==> src/rtl/genesis_lpf_pkg.sv <==
// Shared types and coefficient table for the Genesis multi-channel audio low-pass.
// Provides lpf_mode_t, coef_t, lpf_coef_s, lpf_coef() and the 106 kHz divider constant.
package genesis_lpf_pkg;

  localparam int FS_DIV_106K = 504;
  localparam int LPF_COEF_W  = 18;

  typedef enum logic [1:0] {
    M1      = 2'b00,
    M2      = 2'b01,
    MINIMAL = 2'b10,
    BYPASS  = 2'b11
  } lpf_mode_t;

  typedef logic signed [LPF_COEF_W-1:0] coef_t;

  typedef struct packed {
    coef_t a2;
    coef_t b1;
    coef_t b2;
  } lpf_coef_s;

  function automatic lpf_coef_s lpf_coef(lpf_mode_t m);
    lpf_coef_s c;
    c.a2 = coef_t'(-32768);
    c.b1 = coef_t'(0);
    c.b2 = coef_t'(0);
    unique case (m)
      M1: begin
        c.a2 = coef_t'(-27504);
        c.b1 = coef_t'(10528);
        c.b2 = coef_t'(-5264);
      end
      M2: begin
        c.a2 = coef_t'(-26328);
        c.b1 = coef_t'(12888);
        c.b2 = coef_t'(-6440);
      end
      MINIMAL: begin
        c.a2 = coef_t'(-19088);
        c.b1 = coef_t'(6840);
        c.b2 = coef_t'(6840);
      end
      BYPASS: begin
        c.a2 = coef_t'(-32768);
        c.b1 = coef_t'(0);
        c.b2 = coef_t'(0);
      end
    endcase
    return c;
  endfunction

endpackage

==> src/rtl/genesis_lpf_mc_mac.sv <==
// Shared multiply-accumulate for the low-pass: one signed coef x sample product per cycle.
// Ports: clk, reset, en/clr/sub controls, coef, samp in; registered acc out.
module lpf_mac #(
  parameter int WIDTH  = 16,
  parameter int COEF_W = 18,
  parameter int ACC_W  = WIDTH + COEF_W + 2
) (
  input  logic                     clk,
  input  logic                     reset,
  input  logic                     en,
  input  logic                     clr,
  input  logic                     sub,
  input  logic signed [COEF_W-1:0] coef,
  input  logic signed [WIDTH-1:0]  samp,
  output logic signed [ACC_W-1:0]  acc
);

  localparam int PW = WIDTH + COEF_W;

  logic signed [PW-1:0]    prod;
  logic signed [ACC_W-1:0] prod_x;
  logic signed [ACC_W-1:0] acc_d;
  logic signed [ACC_W-1:0] acc_q;

  always_comb begin
    prod   = PW'(coef) * PW'(samp);
    prod_x = ACC_W'(prod);
    acc_d  = acc_q;
    if (en) begin
      if (clr)
        acc_d = prod_x;
      else if (sub)
        acc_d = acc_q - prod_x;
      else
        acc_d = acc_q + prod_x;
    end
  end

  always_ff @(posedge clk) begin
    if (reset)
      acc_q <= '0;
    else
      acc_q <= acc_d;
  end

  assign acc = acc_q;

endmodule

==> src/rtl/genesis_lpf_mc.sv <==
// Multi-channel 1st-order IIR low-pass, one time-shared MAC, shadowed mode, saturating out.
// Ports: clk, reset (sync high), lpf_mode, packed in/out per channel, out_stb when all updated.
module genesis_lpf_mc
  import genesis_lpf_pkg::*;
#(
  parameter int CHANNELS = 2,
  parameter int WIDTH    = 16,
  parameter int COEF_W   = 18,
  parameter int FRAC     = 15,
  parameter int DIV      = FS_DIV_106K
) (
  input  logic                      clk,
  input  logic                      reset,
  input  logic [1:0]                lpf_mode,
  input  logic [CHANNELS*WIDTH-1:0] in,
  output logic [CHANNELS*WIDTH-1:0] out,
  output logic                      out_stb
);

  localparam int ACC_W = WIDTH + COEF_W + 2;
  localparam int CNT_W = $clog2(DIV);
  localparam int CH_W  = (CHANNELS > 1) ? $clog2(CHANNELS) : 1;

  localparam logic [2:0] S_IDLE   = 3'd0;
  localparam logic [2:0] S_MUL_B1 = 3'd1;
  localparam logic [2:0] S_MUL_B2 = 3'd2;
  localparam logic [2:0] S_MUL_A2 = 3'd3;
  localparam logic [2:0] S_STORE  = 3'd4;
  localparam logic [2:0] S_DONE   = 3'd5;

  if (CHANNELS < 1 || CHANNELS > 8) begin : g_bad_ch
    $error("genesis_lpf_mc: CHANNELS must be 1..8");
  end
  if (DIV < 4*CHANNELS + 2) begin : g_bad_div
    $error("genesis_lpf_mc: DIV too small for CHANNELS");
  end

  logic [CNT_W-1:0] cnt_q, cnt_d;
  logic             tick;
  logic [2:0]       state_q, state_d;
  logic [CH_W-1:0]  ch_q, ch_d;
  lpf_mode_t        mode_q, mode_d;
  logic             out_stb_q, out_stb_d;

  logic signed [WIDTH-1:0] xin_q [CHANNELS];
  logic signed [WIDTH-1:0] xin_d [CHANNELS];
  logic signed [WIDTH-1:0] x1_q  [CHANNELS];
  logic signed [WIDTH-1:0] x1_d  [CHANNELS];
  logic signed [WIDTH-1:0] y1_q  [CHANNELS];
  logic signed [WIDTH-1:0] y1_d  [CHANNELS];
  logic signed [WIDTH-1:0] out_q [CHANNELS];
  logic signed [WIDTH-1:0] out_d [CHANNELS];

  lpf_coef_s               cf;
  logic                    mac_en, mac_clr, mac_sub;
  logic signed [COEF_W-1:0] mac_coef;
  logic signed [WIDTH-1:0]  mac_samp;
  logic signed [ACC_W-1:0]  acc;
  logic signed [ACC_W-1:0]  acc_sh;
  logic signed [WIDTH-1:0]  y_sat;
  logic signed [WIDTH-1:0]  y_new;

  lpf_mac #(
    .WIDTH (WIDTH),
    .COEF_W(COEF_W),
    .ACC_W (ACC_W)
  ) u_mac (
    .clk  (clk),
    .reset(reset),
    .en   (mac_en),
    .clr  (mac_clr),
    .sub  (mac_sub),
    .coef (mac_coef),
    .samp (mac_samp),
    .acc  (acc)
  );

  always_comb begin
    tick  = (cnt_q == CNT_W'(DIV-1));
    cnt_d = tick ? '0 : cnt_q + CNT_W'(1);
  end

  // Floor shift, then clamp when the bits above the sign do not agree.
  always_comb begin
    acc_sh = acc >>> FRAC;
    if (&acc_sh[ACC_W-1:WIDTH-1] || ~|acc_sh[ACC_W-1:WIDTH-1])
      y_sat = acc_sh[WIDTH-1:0];
    else if (acc_sh[ACC_W-1])
      y_sat = {1'b1, {(WIDTH-1){1'b0}}};
    else
      y_sat = {1'b0, {(WIDTH-1){1'b1}}};
    // Bypass passes the sample straight through; the MAC result is unused.
    y_new = (mode_q == BYPASS) ? xin_q[ch_q] : y_sat;
  end

  always_comb begin
    cf       = lpf_coef(mode_q);
    state_d  = state_q;
    ch_d     = ch_q;
    mode_d   = mode_q;
    xin_d    = xin_q;
    x1_d     = x1_q;
    y1_d     = y1_q;
    out_d    = out_q;
    mac_en   = 1'b0;
    mac_clr  = 1'b0;
    mac_sub  = 1'b0;
    mac_coef = '0;
    mac_samp = '0;

    if (tick) begin
      mode_d = lpf_mode_t'(lpf_mode);
      for (int c = 0; c < CHANNELS; c++)
        xin_d[c] = in[c*WIDTH +: WIDTH];
    end

    case (state_q)
      S_IDLE: begin
        if (tick) begin
          state_d = S_MUL_B1;
          ch_d    = '0;
        end
      end
      S_MUL_B1: begin
        mac_en   = 1'b1;
        mac_clr  = 1'b1;
        mac_coef = COEF_W'(cf.b1);
        mac_samp = xin_q[ch_q];
        state_d  = S_MUL_B2;
      end
      S_MUL_B2: begin
        mac_en   = 1'b1;
        mac_coef = COEF_W'(cf.b2);
        mac_samp = x1_q[ch_q];
        state_d  = S_MUL_A2;
      end
      S_MUL_A2: begin
        mac_en   = 1'b1;
        mac_sub  = 1'b1;
        mac_coef = COEF_W'(cf.a2);
        mac_samp = y1_q[ch_q];
        state_d  = S_STORE;
      end
      S_STORE: begin
        out_d[ch_q] = y_new;
        x1_d[ch_q]  = xin_q[ch_q];
        y1_d[ch_q]  = y_new;
        if (ch_q == CH_W'(CHANNELS-1)) begin
          state_d = S_DONE;
        end else begin
          ch_d    = ch_q + CH_W'(1);
          state_d = S_MUL_B1;
        end
      end
      S_DONE:  state_d = S_IDLE;
      default: state_d = S_IDLE;
    endcase

    out_stb_d = (state_d == S_DONE);
  end

  always_ff @(posedge clk) begin
    if (reset) begin
      cnt_q     <= '0;
      state_q   <= S_IDLE;
      ch_q      <= '0;
      mode_q    <= M1;
      out_stb_q <= 1'b0;
      for (int c = 0; c < CHANNELS; c++) begin
        xin_q[c] <= '0;
        x1_q[c]  <= '0;
        y1_q[c]  <= '0;
        out_q[c] <= '0;
      end
    end else begin
      cnt_q     <= cnt_d;
      state_q   <= state_d;
      ch_q      <= ch_d;
      mode_q    <= mode_d;
      out_stb_q <= out_stb_d;
      xin_q     <= xin_d;
      x1_q      <= x1_d;
      y1_q      <= y1_d;
      out_q     <= out_d;
    end
  end

  for (genvar g = 0; g < CHANNELS; g++) begin : g_out
    assign out[g*WIDTH +: WIDTH] = out_q[g];
  end

  assign out_stb = out_stb_q;

endmodule

==> config.mk <==
export PLATFORM = sky130hd
export DESIGN_NAME = genesis_lpf_mc
export DESIGN_NICKNAME = d
export VERILOG_FILES = /design/src/rtl/genesis_lpf_pkg.sv /design/src/rtl/genesis_lpf_mc_mac.sv /design/src/rtl/genesis_lpf_mc.sv
export SDC_FILE = /design/constraint.sdc
export NUM_CORES = 1
export LEC_CHECK = 0
export CAP_MARGIN = 20
export CELL_PAD_IN_SITES_DETAIL_PLACEMENT = 2
export CELL_PAD_IN_SITES_GLOBAL_PLACEMENT = 2
export CORE_ASPECT_RATIO = 0.9
export CORE_MARGIN = 3
export CORE_UTILIZATION = 40
export CTS_BUF_LIST = sky130_fd_sc_hd__clkbuf_16
export DETAILED_ROUTE_END_ITERATION = 12
export GPL_TIMING_DRIVEN = 0
export HOLD_SLACK_MARGIN = 0.08
export PLACE_DENSITY_LB_ADDON = 0.1
export SETUP_SLACK_MARGIN = 0.1
export SLEW_MARGIN = 20
export SYNTH_ARGS = -nofsm -noshare
export SYNTH_HDL_FRONTEND = slang
export SYNTH_HIERARCHICAL = 1
export SYNTH_SLANG_ARGS = --single-unit
==> constraint.sdc <==
create_clock -name clk -period 14.5 [get_ports clk]
set_clock_uncertainty 0.1 [all_clocks]
set_input_delay 2.9 -clock clk [delete_from_list [all_inputs] [get_ports clk]]
set_output_delay 2.9 -clock clk [all_outputs]
set_load 0.05 [all_outputs]
[After elaboration in Yosys (flattened, before gate mapping)]
Cells that the tools add are included.
Word-level totals
  bits in registers: 180
  word-level logic and storage cells: 74
  input port bits: 36
  output and inout port bits: 33
Cells by class
  bitwise operators: 1
  multiply operators: 1
  add/subtract/negate cells: 4
  order comparisons: 2
  reduce and logical (&&, ||, !) cells: 11
  eq/ne operators: 10
  muxes and demuxes: 31
Operator list (number)
  $pmux W54 S4: 1
  $mux W16: 13
  $bwmux W32: 3
  $mux W36: 2
  $pmux W18 S3: 1
  $pmux W16 S3: 1
  $add A36 B34 Y36: 1
  $sub A36 B34 Y36: 1
  $mul A18 B16 Y34: 1
  $demux W16 S1: 1
  $pmux W3 S5: 1
  $add A9 B1 Y9 const B: 1
  $eq A9 B9 Y1 const B: 1
  $eq A3 B2 Y1 const B: 2
  $eq A3 B3 Y1 const B: 2
  $mux W3: 2
  $reduce_and A6 Y1: 1
  $reduce_or A6 Y1: 1
  $mux W1: 5
  $eq A2 B2 Y1 const B: 2
  $eq A3 B1 Y1 const B: 1
  $logic_not A3 Y1: 1
  $reduce_or A3 Y1: 1
  $eq A2 B1 Y1 const B: 1
  13 further kinds: 13

[Depth between registers and ports, before layout]
Gate-level depths: netlist of run 1.
  depth after elaboration: 9
  mapped depth: 43
  depth with buffers taken out: 39

[Cells and area by module]
Netlist of run 1, hierarchy kept.
By module, submodules not included
  lpf_mac: times used 1, sequential area each 720.7 µm², cells an instance 1847, area each 15483.6 µm²
  genesis_lpf_mc: times used 1, sequential area each 2242.2 µm², cells an instance 644, area each 5597.9 µm²

[Least setup slack after synthesis of run 1]
No wires, ideal clock.
  path type: reg2reg
  from: register mode_q[0]
  to: register u_mac.acc_q[35], in the netlist u_mac/acc[35]
  buffers on the path: 4
  required time: 14.268 ns
  setup slack: 4.047 ns
  arrival time: 10.221 ns
  clock period less this slack: 10.453 ns
  stages on the path, launching flop included: 40
  setup time: 0.132 ns
  cells stage by stage: dfxtp_1 inv_1 ha_1 clkbuf_1 nor3_1 nor3_1 a22o_1 clkbuf_1 nand2_1 fa_1 fa_1 fa_1 fa_1 inv_1 fa_1 inv_1 fa_1 inv_1 [4 not listed] a311o_1 a21oi_1 o221ai_2 nor4_4 and3_1 a31oi_1 xnor2_1 ha_1 clkbuf_1 a211oi_1 o2111ai_1 a221o_1 or3_1 o211ai_1 a31oi_1 or3_1 a2111oi_2 a211oi_2
Between the ends
  longest elaborated chain between the ends: 7
  elaborated cells on any way between the ends: 11
  those cells by class: add/sub: 2; mul: 1; eq/ne: 3; mux: 4; reduce/logical: 1
RTL lines
  start, declared: RTL line genesis_lpf_mc.sv:42  | lpf_mode_t mode_q, mode_d;
  start signal, assigned: RTL line genesis_lpf_mc.sv:179  | mode_q <= mode_d;
  $eq A2 B2 Y1, or another cell as far along: RTL line genesis_lpf_pkg.sv:28  | unique case (m)
  $pmux W54 S4 (*): RTL line genesis_lpf_pkg.sv:28
  $pmux W18 S3 (*): RTL line genesis_lpf_mc.sv:117  | case (state_q)
  named net mac_coef[15]: RTL line genesis_lpf_mc.sv:56  | logic signed [COEF_W-1:0] mac_coef;
  $mul A18 B16 Y34 (*): RTL line genesis_lpf_mc_mac.sv:26  | prod = PW'(coef) * PW'(samp);
  $add A36 B34 Y36 or $sub A36 B34 Y36 (tied branches): RTL line genesis_lpf_mc_mac.sv:35, genesis_lpf_mc_mac.sv:33
  $mux W36: RTL line genesis_lpf_mc_mac.sv:32  | else if (sub)
  $mux W36 (*): RTL line genesis_lpf_mc_mac.sv:30  | if (clr)
  end signal, assigned: RTL line genesis_lpf_mc_mac.sv:41  | acc_q <= '0;
  end signal, assigned: RTL line genesis_lpf_mc_mac.sv:43  | acc_q <= acc_d;
  end, declared: RTL line genesis_lpf_mc_mac.sv:23  | logic signed [ACC_W-1:0] acc_q;
Mark *: on every way through the listed nets, which the timed path passes. The rest lies on a longest branch. The select of a mux whose other input is x is not followed.
A chain may end at the register's enable or synchronous reset.

[Worst setup path in the final report of run 1]
  from: register state_q[1]
  to: register u_mac.acc_q[35], in the netlist u_mac/acc[35]
Between the ends
  longest elaborated chain between the ends: 6
  elaborated cells on any way between the ends: 14
  those cells by class: add/sub: 2; mul: 1; eq/ne: 3; mux: 7; reduce/logical: 1
RTL lines
  start, declared: RTL line genesis_lpf_mc.sv:40  | logic [2:0] state_q, state_d;
  start signal, assigned: RTL line genesis_lpf_mc.sv:177  | state_q <= state_d;
  $eq A3 B2 Y1 or $eq A3 B1 Y1 (tied branches): RTL line genesis_lpf_mc.sv:117
  $pmux W18 S3 (*): RTL line genesis_lpf_mc.sv:117
  named net mac_coef[10]: RTL line genesis_lpf_mc.sv:56
  $mul A18 B16 Y34 (*): RTL line genesis_lpf_mc_mac.sv:26
  $add A36 B34 Y36 or $sub A36 B34 Y36 (tied branches): RTL line genesis_lpf_mc_mac.sv:35, genesis_lpf_mc_mac.sv:33
  $mux W36: RTL line genesis_lpf_mc_mac.sv:32
  $mux W36 (*): RTL line genesis_lpf_mc_mac.sv:30
Mark *: on every way through the listed nets, which the timed path passes. The rest lies on a longest branch.

==> impl_results.md, run 1 <==
- Seq. cell area: 0.00296 sq mm
- Multi-input logic area: 0.0163 sq mm
- Clock slew at reported path FFs: 0.08 ns
- Complex-gate fraction of the synthesized area: 0.176
- CP Launch Type: flip-flop
- Crit path max fanout: 10
- Simple logic cell fraction of the synthesized area: 0.175
- Met3 Track Usage GR: 0.0378
- Share of post-route cells with drive strength above 1: 0.0394
- Hold Fails Final Rpt: 0
- Cells after Synth: 2,491
- LEAKAGE: 10.2 nW
- CTS tree: done
- Critical Path AT: 13.00 ns
- Die area: 0.0555 sq mm
- Core footprint: 0.0519 sq mm
- CTS H-tree lvls: 4
- Status: finished, final reports clean
- First-pass GRT wire length: 132,000 um
- Total CTS buffers: 17
- Crit path capture type: flip-flop
- Num rows: 79
- Antenna violations before repair: 2
- Distinct cells, synth: 91
- Mapped cell area: 0.0211 sq mm
- Critical path's top delay family: compound AO/OA/AOI/OAI gates
- Fin Setup TNS: 0 ns
- Fill cells: 5,815
- Clock sinks: 148
- Largest stage delay on the critical path: 0.88 ns
- Drt first pass iters: 5
- Syn Area/Cell: 8.46 sq um
- # hold bufs at CTS: 0
- Hold_ws: 0.379 ns
- Post-synthesis xor/xnor area fraction: 0.0361
- Slew Limit Fails: 0
- CP most frequent cell: fa_1
- Via count: 18,900
- Post-CTS setup buffers: 0
- Grt peak-use layer: met2
- Total wire length: 86,100 um
- Detailed Place HPWL: 70,800 um
- Post-route minimum period: 12.75 ns
- DRC violations left: 0
- Die height: 224 um
- # port buffers: 68
- Clk buf depth: 2
- R2r setup slk: 1.75 ns
- Fin crit share: 0.879
- Clk root buf: clkbuf_16
- GR Util met2: 0.526
- Sequential fraction of the synthesis area: 0.141
- Largest net degree at the start of global routing: 17
- Post-synth ARST share: 0
- Total congestion overflow: 0
- Hold Crit Start: cnt_q[0]
- Vias in the first global route: 21,300
- Largest family of logic cells by synthesized area: adder cells
- Final Util: 0.450
- Worst setup path start: state_q[1]
- Least-Margin Pin Slew: 1.19 ns
- Synthesized-area fraction occupied by adder cells: 0.352
- Number of DRC markers in iteration 0: 1,199
- EDFF count, synth: 0
- Final net count: 3,056
- Max_slew headroom: 0.200
- Yosys warns: 6
- #FFs+latches synth: 148
- Initial Utilization: 0.406
- IR drop worst, VDD: 0.0000840 V
- Unrepaired setup endpoints after global routing: no
- Required @ worst endpoint: 14.75 ns
- Routability-driven placement congestion ratio: 0.932
- Finish-stage setup viols: 0
- Antenna cells: 0
- Post-CTS sizing: 0
- Worst hold path class: reg2reg
- Worst-Skew Late Latency: 0.47 ns
- Area Overhead vs Synth: 10.8%
- Critical path class: reg2reg
- Maxcap violations: 0
- R2r startpoint: state_q[1]
- CP bufs+invs: 8
- Met1 Use GR: 0.419
- Routed Antenna Nets: 0
- CP max-delay cell: o22ai_1
- Via density: 5.73
- I/O Pins: 69
- WL/cell: 26.1 um
- Mux cell area share after synthesis: 0.0276
- Max Clock Freq: 78.4 MHz
- Die width: 248 um
- Power density over the cells: 39.1 mW/mm^2
- Top_reg_cell synth: dfxtp_1
- Tot GR Track Use: 0.313
==> worst register-to-register path, delay by kind of cell (launching register included) <==
| family | cells | cell delay, ns |
|---|---|---|
| buffers and inverters | 8 | 1.80 |
| flip-flops | 1 | 0.41 |
| AO/OA/AOI/OAI | 13 | 4.19 |
| XOR/XNOR | 1 | 0.24 |
| AND/OR/NAND/NOR | 7 | 2.17 |
| adder cells (fa/ha/maj) | 8 | 3.73 |
==> synthesized netlist by cell type (13+ instances only) <==
cell      count  area, sq um
inv_1       361         1360
fa_1        291         5830
nand2_1     206          773
dfxtp_1     148         2960
nor2_1      146          548
and2_1      143          895
a21oi_1     130          651
ha_1        127         1590
o21ai_0     111          556
clkbuf_1    106          398
a211oi_1     60          450
xnor2_1      60          526
mux2i_1      57          571
nand3_1      55          275
nand2b_1     48          300
nor3_1       41          205
o32ai_1      30          263
xor2_1       27          236
a31oi_1      26          163
o211ai_1     23          173
a21o_1       22          165
buf_2        22          110
a22o_1       16          140
o22a_1       16          140
or3_1        16          100
o21a_1       15          113
and3_1       14         87.6
buf_1        13         48.8
nand4_1      13         81.3
==> metal layers <==
metal / part of all wire / vias to the layer above
li1: - / 8485
met1: 0.45 / 9892
met2: 0.48 / 408
met3: 0.038 / 127
met4: 0.035 / 2
met5: 0.00015 / -
==> path summary, 6_finish.rpt <==
| path | end | depth (start not counted) |
|---|---|---|
| setup reg to reg | u_mac/acc[35] | 37 |
| hold / removal | cnt_q[0] | 1 |
| hold reg to reg | cnt_q[0] | 1 |
| setup / recovery | u_mac/acc[35] | 37 |
==> layout make-up <==
| class | instances | share of cell area |
|---|---|---|
| plain buffers | 146 | 0.0258 |
| clock buffers | 17 | 0.0182 |
| clock inverters | 15 | 0.00792 |
| inverters | 361 | 0.0580 |
| multi-input cells | 1856 | 0.696 |
| flip-flops and latches | 148 | 0.127 |
| well taps | 688 | 0.0368 |
| repair buffers | 72 | 0.0304 |
==> logic make-up (layout without fill, tap and decap cells) <==
| family | count (synthesis) | in the layout |
|---|---|---|
| and+or+nand+nor | 726 | 726 |
| AOI/OAI and AO/OA | 546 | 546 |
| buffers and inverters | 507 | 611 |
| adders and majority gates | 418 | 418 |
| DFF | 148 | 148 |
| xor gates and xnor gates | 87 | 87 |
| muxes | 58 | 58 |
| other | 1 | 21 |
==> metrics by stage <==
| step | setup WS, ns | cells | instance area, sq um | total power [mW] |
|---|---|---|---|---|
| after floorplan | 4.05 | 2511 | 21200 | 0.426 |
| after global placement | 1.21 | 3267 | 22700 | 0.441 |
| after detailed placement | 1.89 | 3271 | 22800 | 0.441 |
| after CTS | 1.84 | 3303 | 23400 | 0.920 |
| after global routing | 1.05 | 3303 | 23400 | 0.940 |
| final | 1.75 | 3303 | 23400 | 0.914 |
==> sequential cells by signal, indices dropped and copies added (netlist names) <==
| register | flops |
|---|---|
| u_mac/acc | 36 |
| x1_q | 32 |
| xin_q | 32 |
| y1_q | 32 |
| cnt_q | 9 |
| state_q | 3 |
| mode_q | 2 |
| ch_q | 1 |
| out_stb | 1 |
==> power by group <==
group / internal [mW] / switching, mW / leakage, nW
registers: 0.407 / 0.000837 / 1.19
clock network: 0.262 / 0.219 / 0.297
logic: 0.0118 / 0.0147 / 8.70
==> cell usage in the layout, fill, tap and decap left out, drive strengths merged, types with 27 or more instances in the layout <==
cell type	instances
nand3	57
nand2b	48
inv	370
nand2	206
ha	127
o32ai	30
nor3	43
mux2i	57
a21oi	133
dfxtp	148
xnor2	60
clkdlybuf4s50	68
buf	44
fa	291
xor2	27
a211oi	63
and2	143
clkbuf	123
o21ai	123
nor2	146
(Power assumes the default switching activity.)
==> run 2, diff against run 1 <==
Settings changed: ABC_CLOCK_PERIOD_IN_PS from default to 14500.
==> results of run 2 <==
No change in the layout: final DEF, timing and power equal those of run 1.
==> run 3, diff against run 2 <==
Settings changed: CTS_CLUSTER_DIAMETER from default to 60.
==> results of run 3 <==
No change in the layout: final DEF, timing and power equal those of run 1.
